[src/rtl/mac_rr_scheduler.sv]
// rtl/mac_rr_scheduler.sv - round-robin sharing of one pipelined MAC with a tag pipe and response FIFO
// Credits cover FIFO occupancy plus in-flight tags, so the non-stalling MAC can never overrun the FIFO.

module mac_rsp_fifo #(
   parameter int DEPTH = 8,
   parameter int W     = 18
)(
   input  logic                     clk,
   input  logic                     reset,
   input  logic                     push,
   input  logic [W-1:0]             push_data,
   input  logic                     pop,
   output logic                     full,
   output logic                     empty,
   output logic [$clog2(DEPTH):0]   count,
   output logic [W-1:0]             head
);
   localparam int AW = $clog2(DEPTH);

   logic [W-1:0]  mem [DEPTH];
   logic [AW-1:0] wr_ptr;
   logic [AW-1:0] rd_ptr;
   logic          do_push;
   logic          do_pop;

   assign full    = (count == (AW+1)'(DEPTH));
   assign empty   = (count == '0);
   assign do_pop  = pop && !empty;
   assign do_push = push && (!full || pop);
   assign head    = mem[rd_ptr];

   always_ff @(posedge clk) begin
      if (do_push) mem[wr_ptr] <= push_data;
   end

   always_ff @(posedge clk or negedge reset) begin
      if (!reset) begin
         wr_ptr <= '0;
         rd_ptr <= '0;
         count  <= '0;
      end else begin
         if (do_push) wr_ptr <= wr_ptr + AW'(1);
         if (do_pop)  rd_ptr <= rd_ptr + AW'(1);
         case ({do_push, do_pop})
            2'b10:   count <= count + (AW+1)'(1);
            2'b01:   count <= count - (AW+1)'(1);
            default: count <= count;
         endcase
      end
   end
endmodule

module mac_rr_scheduler #(
   parameter int NUM_REQ    = 4,
   parameter int FIFO_DEPTH = 8,
   parameter int MAC_LAT    = 4,
   parameter int ID_W       = $clog2(NUM_REQ)
)(
   input  logic                    clk,
   input  logic                    reset,
   input  logic [NUM_REQ-1:0]      req_valid,
   output logic [NUM_REQ-1:0]      req_ready,
   input  logic [NUM_REQ*8-1:0]    req_a,
   input  logic [NUM_REQ*8-1:0]    req_b,
   input  logic [NUM_REQ*16-1:0]   req_c,
   output logic [7:0]              mac_a,
   output logic [7:0]              mac_b,
   output logic [15:0]             mac_c,
   output logic                    mac_valid,
   output logic                    mac_ready_in,
   input  logic [15:0]             mac_result,
   input  logic                    mac_valid_out,
   output logic                    rsp_valid,
   input  logic                    rsp_ready,
   output logic [15:0]             rsp_data,
   output logic [ID_W-1:0]         rsp_id,
   output logic                    err
);
   localparam int CNT_W = $clog2(FIFO_DEPTH + MAC_LAT + 1);
   localparam int FC_W  = $clog2(FIFO_DEPTH) + 1;
   localparam int LAST  = MAC_LAT - 1;

   logic [ID_W-1:0]    rr_ptr;
   logic [ID_W-1:0]    gnt_idx;
   logic               found;
   logic               credit_ok;
   logic               issue;
   logic [MAC_LAT-1:0] tag_v;
   logic [ID_W-1:0]    tag_id [MAC_LAT];
   logic [CNT_W-1:0]   inflight;
   logic [FC_W-1:0]    fifo_count;
   logic               fifo_full;
   logic               fifo_empty;
   logic               push;
   logic               pop;
   logic [ID_W+15:0]   fifo_head;

   always_comb begin
      inflight = '0;
      for (int s = 0; s < MAC_LAT; s++) inflight = inflight + CNT_W'(tag_v[s]);
   end

   assign credit_ok = (CNT_W'(fifo_count) + inflight) < CNT_W'(FIFO_DEPTH);

   always_comb begin
      found   = 1'b0;
      gnt_idx = '0;
      for (int k = 1; k <= NUM_REQ; k++) begin
         if (!found && req_valid[ID_W'((int'(rr_ptr) + k) % NUM_REQ)]) begin
            found   = 1'b1;
            gnt_idx = ID_W'((int'(rr_ptr) + k) % NUM_REQ);
         end
      end
   end

   // Gating with reset keeps req_ready/mac_valid low while the block is held in reset.
   assign issue        = found && credit_ok && reset;
   assign req_ready    = issue ? (NUM_REQ'(1) << gnt_idx) : '0;
   assign mac_valid    = issue;
   assign mac_ready_in = 1'b1;

   always_comb begin
      mac_a = '0;
      mac_b = '0;
      mac_c = '0;
      for (int i = 0; i < NUM_REQ; i++) begin
         if (issue && gnt_idx == ID_W'(i)) begin
            mac_a = req_a[8*i +: 8];
            mac_b = req_b[8*i +: 8];
            mac_c = req_c[16*i +: 16];
         end
      end
   end

   always_ff @(posedge clk or negedge reset) begin
      if (!reset) begin
         rr_ptr <= ID_W'(NUM_REQ - 1);
         tag_v  <= '0;
         for (int s = 0; s < MAC_LAT; s++) tag_id[s] <= '0;
      end else begin
         if (issue) rr_ptr <= gnt_idx;
         tag_v     <= {tag_v[MAC_LAT-2:0], issue};
         tag_id[0] <= gnt_idx;
         for (int s = 1; s < MAC_LAT; s++) tag_id[s] <= tag_id[s-1];
      end
   end

   assign push = tag_v[LAST] && mac_valid_out;
   assign pop  = rsp_valid && rsp_ready;

   always_ff @(posedge clk or negedge reset) begin
      if (!reset) begin
         err <= 1'b0;
      end else if ((tag_v[LAST] != mac_valid_out) || (push && fifo_full && !pop)) begin
         err <= 1'b1;
      end
   end

   mac_rsp_fifo #(.DEPTH(FIFO_DEPTH), .W(ID_W + 16)) u_fifo (
      .clk       (clk),
      .reset     (reset),
      .push      (push),
      .push_data ({tag_id[LAST], mac_result}),
      .pop       (pop),
      .full      (fifo_full),
      .empty     (fifo_empty),
      .count     (fifo_count),
      .head      (fifo_head)
   );

   assign rsp_valid = !fifo_empty;
   assign rsp_data  = rsp_valid ? fifo_head[15:0] : '0;
   assign rsp_id    = rsp_valid ? fifo_head[ID_W+15:16] : '0;
endmodule

[config.mk]
export PLATFORM = sky130hd
export DESIGN_NAME = mac_rr_scheduler
export DESIGN_NICKNAME = d
export VERILOG_FILES = /design/src/rtl/mac_rr_scheduler.sv
export SDC_FILE = /design/constraint.sdc
export NUM_CORES = 1
export LEC_CHECK = 0
export CORE_MARGIN = 3
export CORE_UTILIZATION = 33
export CTS_BUF_LIST = sky130_fd_sc_hd__clkbuf_16
export DETAILED_ROUTE_END_ITERATION = 7
export GPL_TIMING_DRIVEN = 0
export SETUP_SLACK_MARGIN = 0.4
export SLEW_MARGIN = 20
export SYNTH_ARGS = -nofsm -noshare
export SYNTH_HDL_FRONTEND = slang
export SYNTH_SLANG_ARGS = --single-unit
[constraint.sdc]
create_clock -name clk -period 4.3 [get_ports clk]
set_clock_uncertainty 0.1 [all_clocks]
set_input_delay 1.29 -clock clk [delete_from_list [all_inputs] [get_ports clk]]
set_output_delay 1.29 -clock clk [all_outputs]
set_load 0.005 [all_outputs]
==> qor.yml, run 1 <==
status: "finished, violations left"
worst_pin_slew_ns: 0.7122
antenna_found_initial: 0
drt_pass1_iterations: 4
cp-end-kind: "primary output"
die_h_um: 158.2
swShare_pct: 31.27
p_clk_share_pct: 23.2
drc_errors: 0
dieArea_um2: 25020
cp_data_arrival_time_ns: 2.93
intPower_mw: 4.596
seqCellArea_um2: 4952
leakagePower_nw: 4.186
fmax_ghz: 0.2315
ioPinCount: 210
grt_overflow_total: 0
initial_utilization_pct: 33.66
r2r_slack_ns: 1.77
multi_input_area_um2: 2778
ys_types: 44
htree_levels: 4
grt.total_usage_pct: 17.25
met2_usage_pct: 32.51
finalWorstSetupSlack_ns: -0.01976
area_growth_pct: 45.46
drive_gt1_share_pct: 29.07
crit_type: "register to primary output"
violations: "setup timing"
final-hold-violation-count: 0
antenna_cells: 0
relSlewSlack_pct: 52.41
syn_inst: 450
fp.coreArea_um2: 22710
final_cells: 997
cts_root_buffer: "clkbuf_16"
grt-busiest-layer: "met2"
critPathMaxStageDelay_ns: 0.53
synth_edf_count: 144
worstPathRequired_ns: 2.91
ys_ff_latch: 169
ys_warn_count: 0
drt_wl_total_um: 21450
switchingPower_mw: 2.092
antenna_left: 0
combPwrFrac_pct: 45.2
cap_violations: 0
cts_max_path_buffers: 2
p_total_mw: 6.688
peakVddDrop_mv: 0.3621
detailed_place.area_um2: 10180
synthArstFlopShare_pct: 14.79
power_density_nw_per_um2: 601.5
ys_seq_area_share_pct: 64.79
finalSetupTns_ns: -0.05698
design_area_um2: 11120
clock_latency_ns: 0.42
seq_power_share_pct: 31.6
path_clk_slew_ns: 0.06
hold_class: "register to register"
cts_buffers: 17
post-dp-hpwl_um: 15890
critPathLaunchType: "register"
cp_top_family: "adder cells"
gr-usage-met3_pct: 3.909
grt_max_degree: 27
fin_crit_ns: 4.320
grt_pass1_vias: 5586
worstPathMaxFanout: 10
cts_tree: "built"
layout_common_cells: "165 x clkdlybuf4s50_1, 144 x edfxtp_1, 76 x mux2i_1"
dp_worst_setup_slack_ns: -1.088
final_common_cell: "clkdlybuf4s50_1"
synthFlopType: "edfxtp_1"
num-fill-cells: 1959
nets: 861
path_buf_inv: 4
wl_per_cell_um: 21.51
io_buffers: 208
avgViaCountPerCell: 5.020
rsz0062_at_grt: "true"
slew_violations: 0
rows: 55
avgSynthCellArea_um2: 16.99
cts.sinks: 169
crit_chain: "fa_1, ha_4, a211oi_4, o21a_1, nor3_4, buf_6, nand2b_4, buf_6, buf_6, o22ai_4, buf_2"
grt_first_pass_wirelength_um: 31860
setup_violations: 6
vias: 5005
fin_crit_sh_pct: 100.5
crit_slowest_cell: "fa_1"
crit_top_cell: "buf_6"
place_inst: 949
synth_area_um2: 7644
die_x_um: 158.2
drt_iter0_markers: 182
use_met1_pct: 18.37
syn_nets: 612
gp_congestion: 0.8820
[logic make-up (layout without fill, tap and decap cells)]
| logic type | Yosys count | in the layout | synth area share [%] |
|---|---|---|---|
| other | 1 | 1 | 0.04906 |
| buffers and inverters | 35 | 297 | 2.865 |
| muxes | 122 | 122 | 21.90 |
| and+or+nand+nor | 59 | 59 | 3.536 |
| xor gates and xnor gates | 7 | 7 | 0.8021 |
| AOI/OAI and AO/OA | 47 | 47 | 4.223 |
| DFF | 169 | 169 | 64.79 |
| adders and majority gates | 10 | 10 | 1.833 |
[sequential cells by signal, indices dropped and copies added (netlist names)]
| register | cells |
|---|---|
| u_fifo.mem | 144 |
| tag_v | 4 |
| u_fifo.wr_ptr | 3 |
| rr_ptr | 2 |
| u_fifo.count | 4 |
| err | 1 |
| tag_id | 8 |
| u_fifo.rd_ptr | 3 |
[synth_stat cells, types with 2 or more instances]
library cell,n,area share (%)
ha_1,8,1.3
nor3_1,4,0.26
buf_6,8,1.2
clkbuf_1,2,0.098
o21a_1,2,0.20
dfstp_2,2,0.69
fa_1,2,0.52
xor2_1,3,0.34
mux2i_1,84,11
o21ai_0,2,0.13
buf_2,9,0.59
mux2_2,2,0.29
buf_4,4,0.39
dfrtp_1,23,7.5
buf_1,3,0.15
xnor2_1,4,0.46
edfxtp_1,144,57
nor2_1,31,1.5
nand2_1,12,0.59
mux4_2,36,11
o22ai_1,32,2.6
inv_1,7,0.34
nand2b_1,5,0.41
[per-layer routing]
metal | vias up | wire [um]
li1 | 2286 | -
met1 | 2494 | 7760
met2 | 194 | 11950
met3 | 31 | 1078
met4 | 0 | 664
met5 | - | 0
[final cells by class]
type,instances,area share [%]
Timing Repair Buffer,230,18.83
Tap cell,285,3.207
Clock inverter,15,1.688
Multi-Input combinational cell,246,24.98
Inverter,8,0.2701
Buffer,27,2.656
Clock buffer,17,3.826
Sequential cell,169,44.54
[metrics by stage]
stage,utilization (%),hold WS (ns)
floorplan,-,0.2312
global placement,44.40,0.2350
detailed placement,44.85,0.2358
CTS,48.34,0.2496
global route,48.96,0.2648
finish,48.96,0.2460
[power by group through the flow]
stage | registers, mW | logic, mW | clock network, mW
final | 2.12 | 3.02 | 1.55
after global routing | 2.14 | 3.28 | 1.66
after CTS | 2.11 | 2.93 | 1.59
after detailed placement | 2.15 | 2.79 | 0
after global placement | 2.13 | 2.71 | 0
after floorplan | 2.11 | 1.59 | 0
[worst paths after layout]
check / start / end / depth (start not counted)
min in group asynchronous: reset / err$_DFFE_PN0P_ / 1
setup / recovery: tag_v[3]$_DFF_PN0_ / mac_c[9] / 11
max in group asynchronous: reset / rr_ptr[1]$_DFFE_PN1P_ / 1
hold reg to reg: tag_id[7]$_DFF_PN0_ / tag_id[5]$_DFF_PN0_ / 0
setup reg to reg: tag_v[3]$_DFF_PN0_ / rr_ptr[0]$_DFFE_PN1P_ / 10
hold / removal: tag_id[7]$_DFF_PN0_ / tag_id[5]$_DFF_PN0_ / 0
[timing repair]
action,in CTS,in global routing
pin swaps,9,5
hold buffers,0,0
gates resized for setup,221,23
endpoints found under the setup margin,56,49
gates cloned,0,0
buffers inserted,15,1
(Power assumes the default switching activity.)
==> inputs of run 2 (changes only) <==
- CORE_UTILIZATION: 33 -> 29
- SLEW_MARGIN: 20 -> default
==> run 2 against run 1 <==
The flow now finishes without violations. Critical path type is now input port to primary output. Global-route usage fell by 1.4 points. Sequential power barely moved. Hold slack improved by 0.0015 ns.
==> qor.yml, run 2 (synthesis results as in run 1) <==
cp-end-kind: "primary output"
grt_overflow_total: 0
cts.sinks: 169
worstPathMaxFanout: 10
vias: 5060
largest_reg_flops: 144
min_path_cells: 0
slew_violations: 0
r2r_slack_ns: 1.62
top_register: "u_fifo.mem"
relSlewSlack_pct: 50.89
top_layer: "met4"
met1_length_um: 7583
layout_common_cells: "166 x clkdlybuf4s50_1, 144 x edfxtp_1, 72 x mux2i_1"
path_clk_slew_ns: 0.06
nets: 868
reg.largest.list: "u_fifo.mem: 144 flops, tag_id: 8 flops"
grt_pass1_vias: 5678
drt_pass1_iterations: 5
crit_type: "input port to primary output"
die_h_um: 168.4
fp.coreArea_um2: 25540
cap_violations: 0
rows: 58
final-hold-violation-count: 0
reg2reg_from: "tag_v[0]$_DFF_PN0_"
dieArea_um2: 28340
cp_data_arrival_time_ns: 2.88
antenna_found_initial: 3
finalWorstSetupSlack_ns: 0.03166
p_total_mw: 6.709
cts_root_buffer: "clkbuf_16"
cts_tree: "built"
worstPathRequired_ns: 2.91
die_x_um: 168.4
antenna_left: 0
fmax_ghz: 0.2343
num-fill-cells: 2260
wl_per_cell_um: 21.11
drt_iter0_markers: 322
initial_utilization_pct: 29.92
met2WireLength_um: 12750
grt_first_pass_wirelength_um: 33490
critPathLaunchType: "input port"
min_from: "tag_id[6]$_DFF_PN0_"
status: "complete, no violations"
gp_congestion: 0.8813
worstReg2RegEnd: "rr_ptr[1]$_DFFE_PN1P_"
worst_pin_slew_ns: 0.7327
avgViaCountPerCell: 4.810
rsz0062_at_grt: "true"
hold_class: "register to register"
fin_crit_ns: 4.268
htree_levels: 4
drt_wl_total_um: 22210
grt_max_degree: 27
ioPinCount: 210
io_buffers: 208
setup_violations: 0
dp_worst_setup_slack_ns: -2.217
final_common_cell: "clkdlybuf4s50_1"
cts_max_path_buffers: 2
hold_slack_ns: 0.2475
drc_errors: 0
fin_crit_sh_pct: 99.26
drive_gt1_share_pct: 30.88
min_to: "tag_id[4]$_DFF_PN0_"
r2r_cells: 10
peakVddDrop_mv: 0.2981
post-dp-hpwl_um: 16780
wl_met3_um: 1493
cts_buffers: 17
clock_latency_ns: 0.42
power_density_nw_per_um2: 588.0
leakagePower_nw: 4.240
area_growth_pct: 49.27
grt.total_usage_pct: 15.83
==> run 2: cell types whose count changed in the layout (fill, tap and decap cells not counted), moves of 4 or more <==
cell	before	now
clkbuf_4	1	5
buf_6	17	13
nor2_2	1	7
mux2i_1	76	72
mux2i_4	3	7
buf_2	41	37
inv_6	0	4
buf_16	0	6
nor2_4	6	1
==> run 2: worst max path at each step <==
stage	slack, ns	endpoint	from	cells past startpoint
global placement	-2.18	mac_c[14]	reset	7
detailed placement	-2.22	mac_c[14]	reset	7
finish	0.03	mac_c[14]	req_valid[2]	9
CTS	-0.11	mac_c[14]	tag_v[0]$_DFF_PN0_	10
global route	-0.14	mac_c[14]	tag_v[0]$_DFF_PN0_	10
floorplan	0.59	mac_b[0]	req_valid[1]	5
==> run 2: area by class of cell <==
class	count	area, um^2	share of cell area (%)
clock buffers	17	425.4	3.728
multi-input cells	246	2819	24.71
diodes	3	7.507	0.06580
well taps	330	412.9	3.619
plain buffers	27	321.6	2.818
inverters	8	30.03	0.2632
clock inverters	15	166.4	1.458
flip-flops and latches	169	4952	43.40
repair buffers	237	2275	19.94
==> run 2: power breakdown <==
part           switching (mW)  internal [mW]
combinational            1.39           1.70
clock                   0.643          0.871
sequential              0.123           1.99
total                    2.15           4.56
==> run 2: timing repair <==
action / 4_1_cts / 5_1_grt
buffers inserted: 16 / 3
endpoints found under the hold margin: 0 / 0
resized for setup: 236 / 28
setup endpoints to repair: 56 / 50
pin swaps: 8 / 1
hold buffers: 0 / 0
==> run 2: stage by stage <==
stage | TNS [ns] | area, um^2 | instances | utilization (%)
2_1_floorplan | 0 | 7644 | 450 | -
3_3_place_gp | -122.04 | 10140 | 988 | 39.69
3_5_place_dp | -67.17 | 10370 | 998 | 40.61
4_1_cts | -1.457 | 11300 | 1046 | 44.24
5_1_grt | -2.780 | 11410 | 1052 | 44.67
6_report | 0 | 11410 | 1052 | 44.67
==> run 2: worst max-delay path: stages <==
cell	delay, ns
clkdlybuf4s15_1	0.26
nand2b_1	0.15
a21boi_1	0.21
o21ai_2	0.12
nand2b_2	0.19
buf_6	0.15
buf_12	0.15
o22ai_4	0.18
buf_2	0.16
==> run 2: routing by layer <==
metal | global-route usage, % | vias to the layer above
met5 | 0 | -
met4 | 5.834 | 0
met3 | 4.344 | 23
met2 | 30.42 | 217
met1 | 16.29 | 2508
li1 | - | 2312
==> inputs of run 3 (changes only) <==
- CORE_ASPECT_RATIO: default -> 1.4
- clock period: 4.3 -> 5.35 ns (I/O delays scaled with it)
==> run 3 against run 2 <==
Sequential share of layout area rose by 1.5 points. First-iteration DRC count decreased by 60%. Flip-flop and latch count is the same. Global-route usage is essentially flat. Core utilization down 1.6 points. Register-to-register slack gained 1.1 ns. Largest cell class unchanged. Total power fell by 23%.
==> qor.yml, run 3 (synthesis results as in run 1) <==
cp-end-kind: "primary output"
crit_chain: "buf_2, o211ai_1, o211ai_2, buf_6, buf_4, buf_8, mux2i_4, o22ai_1, dlygate4sd2_1"
nets: 865
dp_worst_setup_slack_ns: -1.436
peakVddDrop_mv: 0.2378
drc_errors: 0
finalSetupTns_ns: 0
cts.sinks: 169
htree_levels: 4
worst_pin_slew_ns: 0.7759
grt_pass1_vias: 5671
met1_length_um: 7813
r2r_slack_ns: 2.72
clock_latency_ns: 0.42
drt_wl_total_um: 22210
status: "complete, no violations"
antenna_found_initial: 3
fmax_ghz: 0.2014
die_x_um: 143.2
grt.total_usage_pct: 15.85
post-dp-hpwl_um: 16530
fin_crit_sh_pct: 92.81
grt_first_pass_wirelength_um: 33140
initial_utilization_pct: 29.81
final-hold-violation-count: 0
die_h_um: 198.1
vias: 5040
antenna_cells: 0
setup_violations: 0
avgViaCountPerCell: 4.870
worstPathMaxFanout: 10
cts_max_path_buffers: 2
grt_max_degree: 27
reg.largest.list: "u_fifo.mem: 144 flops, tag_id: 8 flops"
cts_tree: "built"
largest_reg_flops: 144
reg2reg_from: "tag_v[0]$_DFF_PN0_"
hold_class: "register to register"
min_to: "tag_id[2]$_DFF_PN0_"
ioPinCount: 210
top_layer: "met5"
cts_buffers: 17
grt_overflow_total: 0
rows: 69
crit_slowest_cell: "dlygate4sd2_1"
finalWorstSetupSlack_ns: 0.3846
relSlewSlack_pct: 48.27
slew_violations: 0
power_density_nw_per_um2: 466.1
drt_iter0_markers: 129
antenna_left: 0
top_register: "u_fifo.mem"
drive_gt1_share_pct: 22.63
leakagePower_nw: 4.197
critPathLaunchType: "input port"
met2WireLength_um: 12070
cp_data_arrival_time_ns: 3.26
gp_congestion: 0.8787
worstReg2RegEnd: "rr_ptr[0]$_DFFE_PN1P_"
area_growth_pct: 44.41
min_from: "tag_id[4]$_DFF_PN0_"
final_common_cell: "clkdlybuf4s50_1"
crit_type: "input port to primary output"
path_clk_slew_ns: 0.07
io_buffers: 208
cap_violations: 0
critPathMaxStageDelay_ns: 0.27
min_path_cells: 0
design_area_um2: 11040
layout_common_cells: "167 x clkdlybuf4s50_1, 144 x edfxtp_1, 80 x mux2i_1"
wl_per_cell_um: 21.46
wl_met3_um: 1572
num-fill-cells: 2327
rsz0062_at_grt: "true"
final_core_util_pct: 43.05
detailed_place.area_um2: 10280
fin_crit_ns: 4.965
drt_pass1_iterations: 4
fp.coreArea_um2: 25640
cts_root_buffer: "clkbuf_16"
dieArea_um2: 28370
p_total_mw: 5.145
r2r_cells: 11
worstPathRequired_ns: 3.65
run 3: report_power, final:
part / internal [mW] / leakage [nW] / total, mW / switching, mW
logic: 1.24 / 2.31 / 2.28 / 1.04
registers: 1.60 / 1.59 / 1.70 / 0.0960
clock network: 0.690 / 0.298 / 1.17 / 0.478
total: 3.53 / 4.20 / 5.14 / 1.61
run 3: timing repair:
action,CTS,global route
hold endpoints to repair,0,0
pin swaps,6,10
resized for setup,86,46
hold buffers,0,0
buffers inserted,9,7
setup endpoints to repair,37,32
run 3: critical path: cells and delay by family:
family	cells	cell delay (ns)
mux	1	0.19
compound gates	3	0.57
buf+inv	5	0.87
run 3: area by class of cell:
type / count / area, um^2 / share of cell area (%)
Buffer: 27 / 240.2 / 2.176
Clock buffer: 19 / 475.5 / 4.307
Clock inverter: 13 / 100.1 / 0.9068
Inverter: 8 / 30.03 / 0.2720
Multi-Input combinational cell: 246 / 2574 / 23.32
Sequential cell: 169 / 4952 / 44.87
Tap cell: 319 / 399.1 / 3.616
Timing Repair Buffer: 234 / 2267 / 20.54
run 3: how the worst max path moves through the flow:
stage / start / end / slack [ns] / cells past startpoint
finish: req_valid[1] / mac_a[6] / 0.38 / 9
CTS: req_valid[0] / mac_c[13] / 0.24 / 7
detailed placement: reset / mac_c[14] / -1.44 / 7
floorplan: req_valid[1] / mac_b[0] / 1.01 / 5
global placement: reset / mac_c[14] / -1.42 / 7
global route: req_valid[1] / mac_a[6] / 0.27 / 9
run 3: routing by layer:
metal,up-vias,GRT usage (%)
li1,2290,-
met1,2469,16.62
met2,240,29.37
met3,35,4.494
met4,6,6.595
met5,-,0
run 3: per-stage QoR:
stage,hold WS (ns),cells
6_report,0.2483,1035
5_1_grt,0.2573,1035
4_1_cts,0.2505,1028
3_5_place_dp,0.2347,987
3_3_place_gp,0.2313,977
2_1_floorplan,0.2312,450
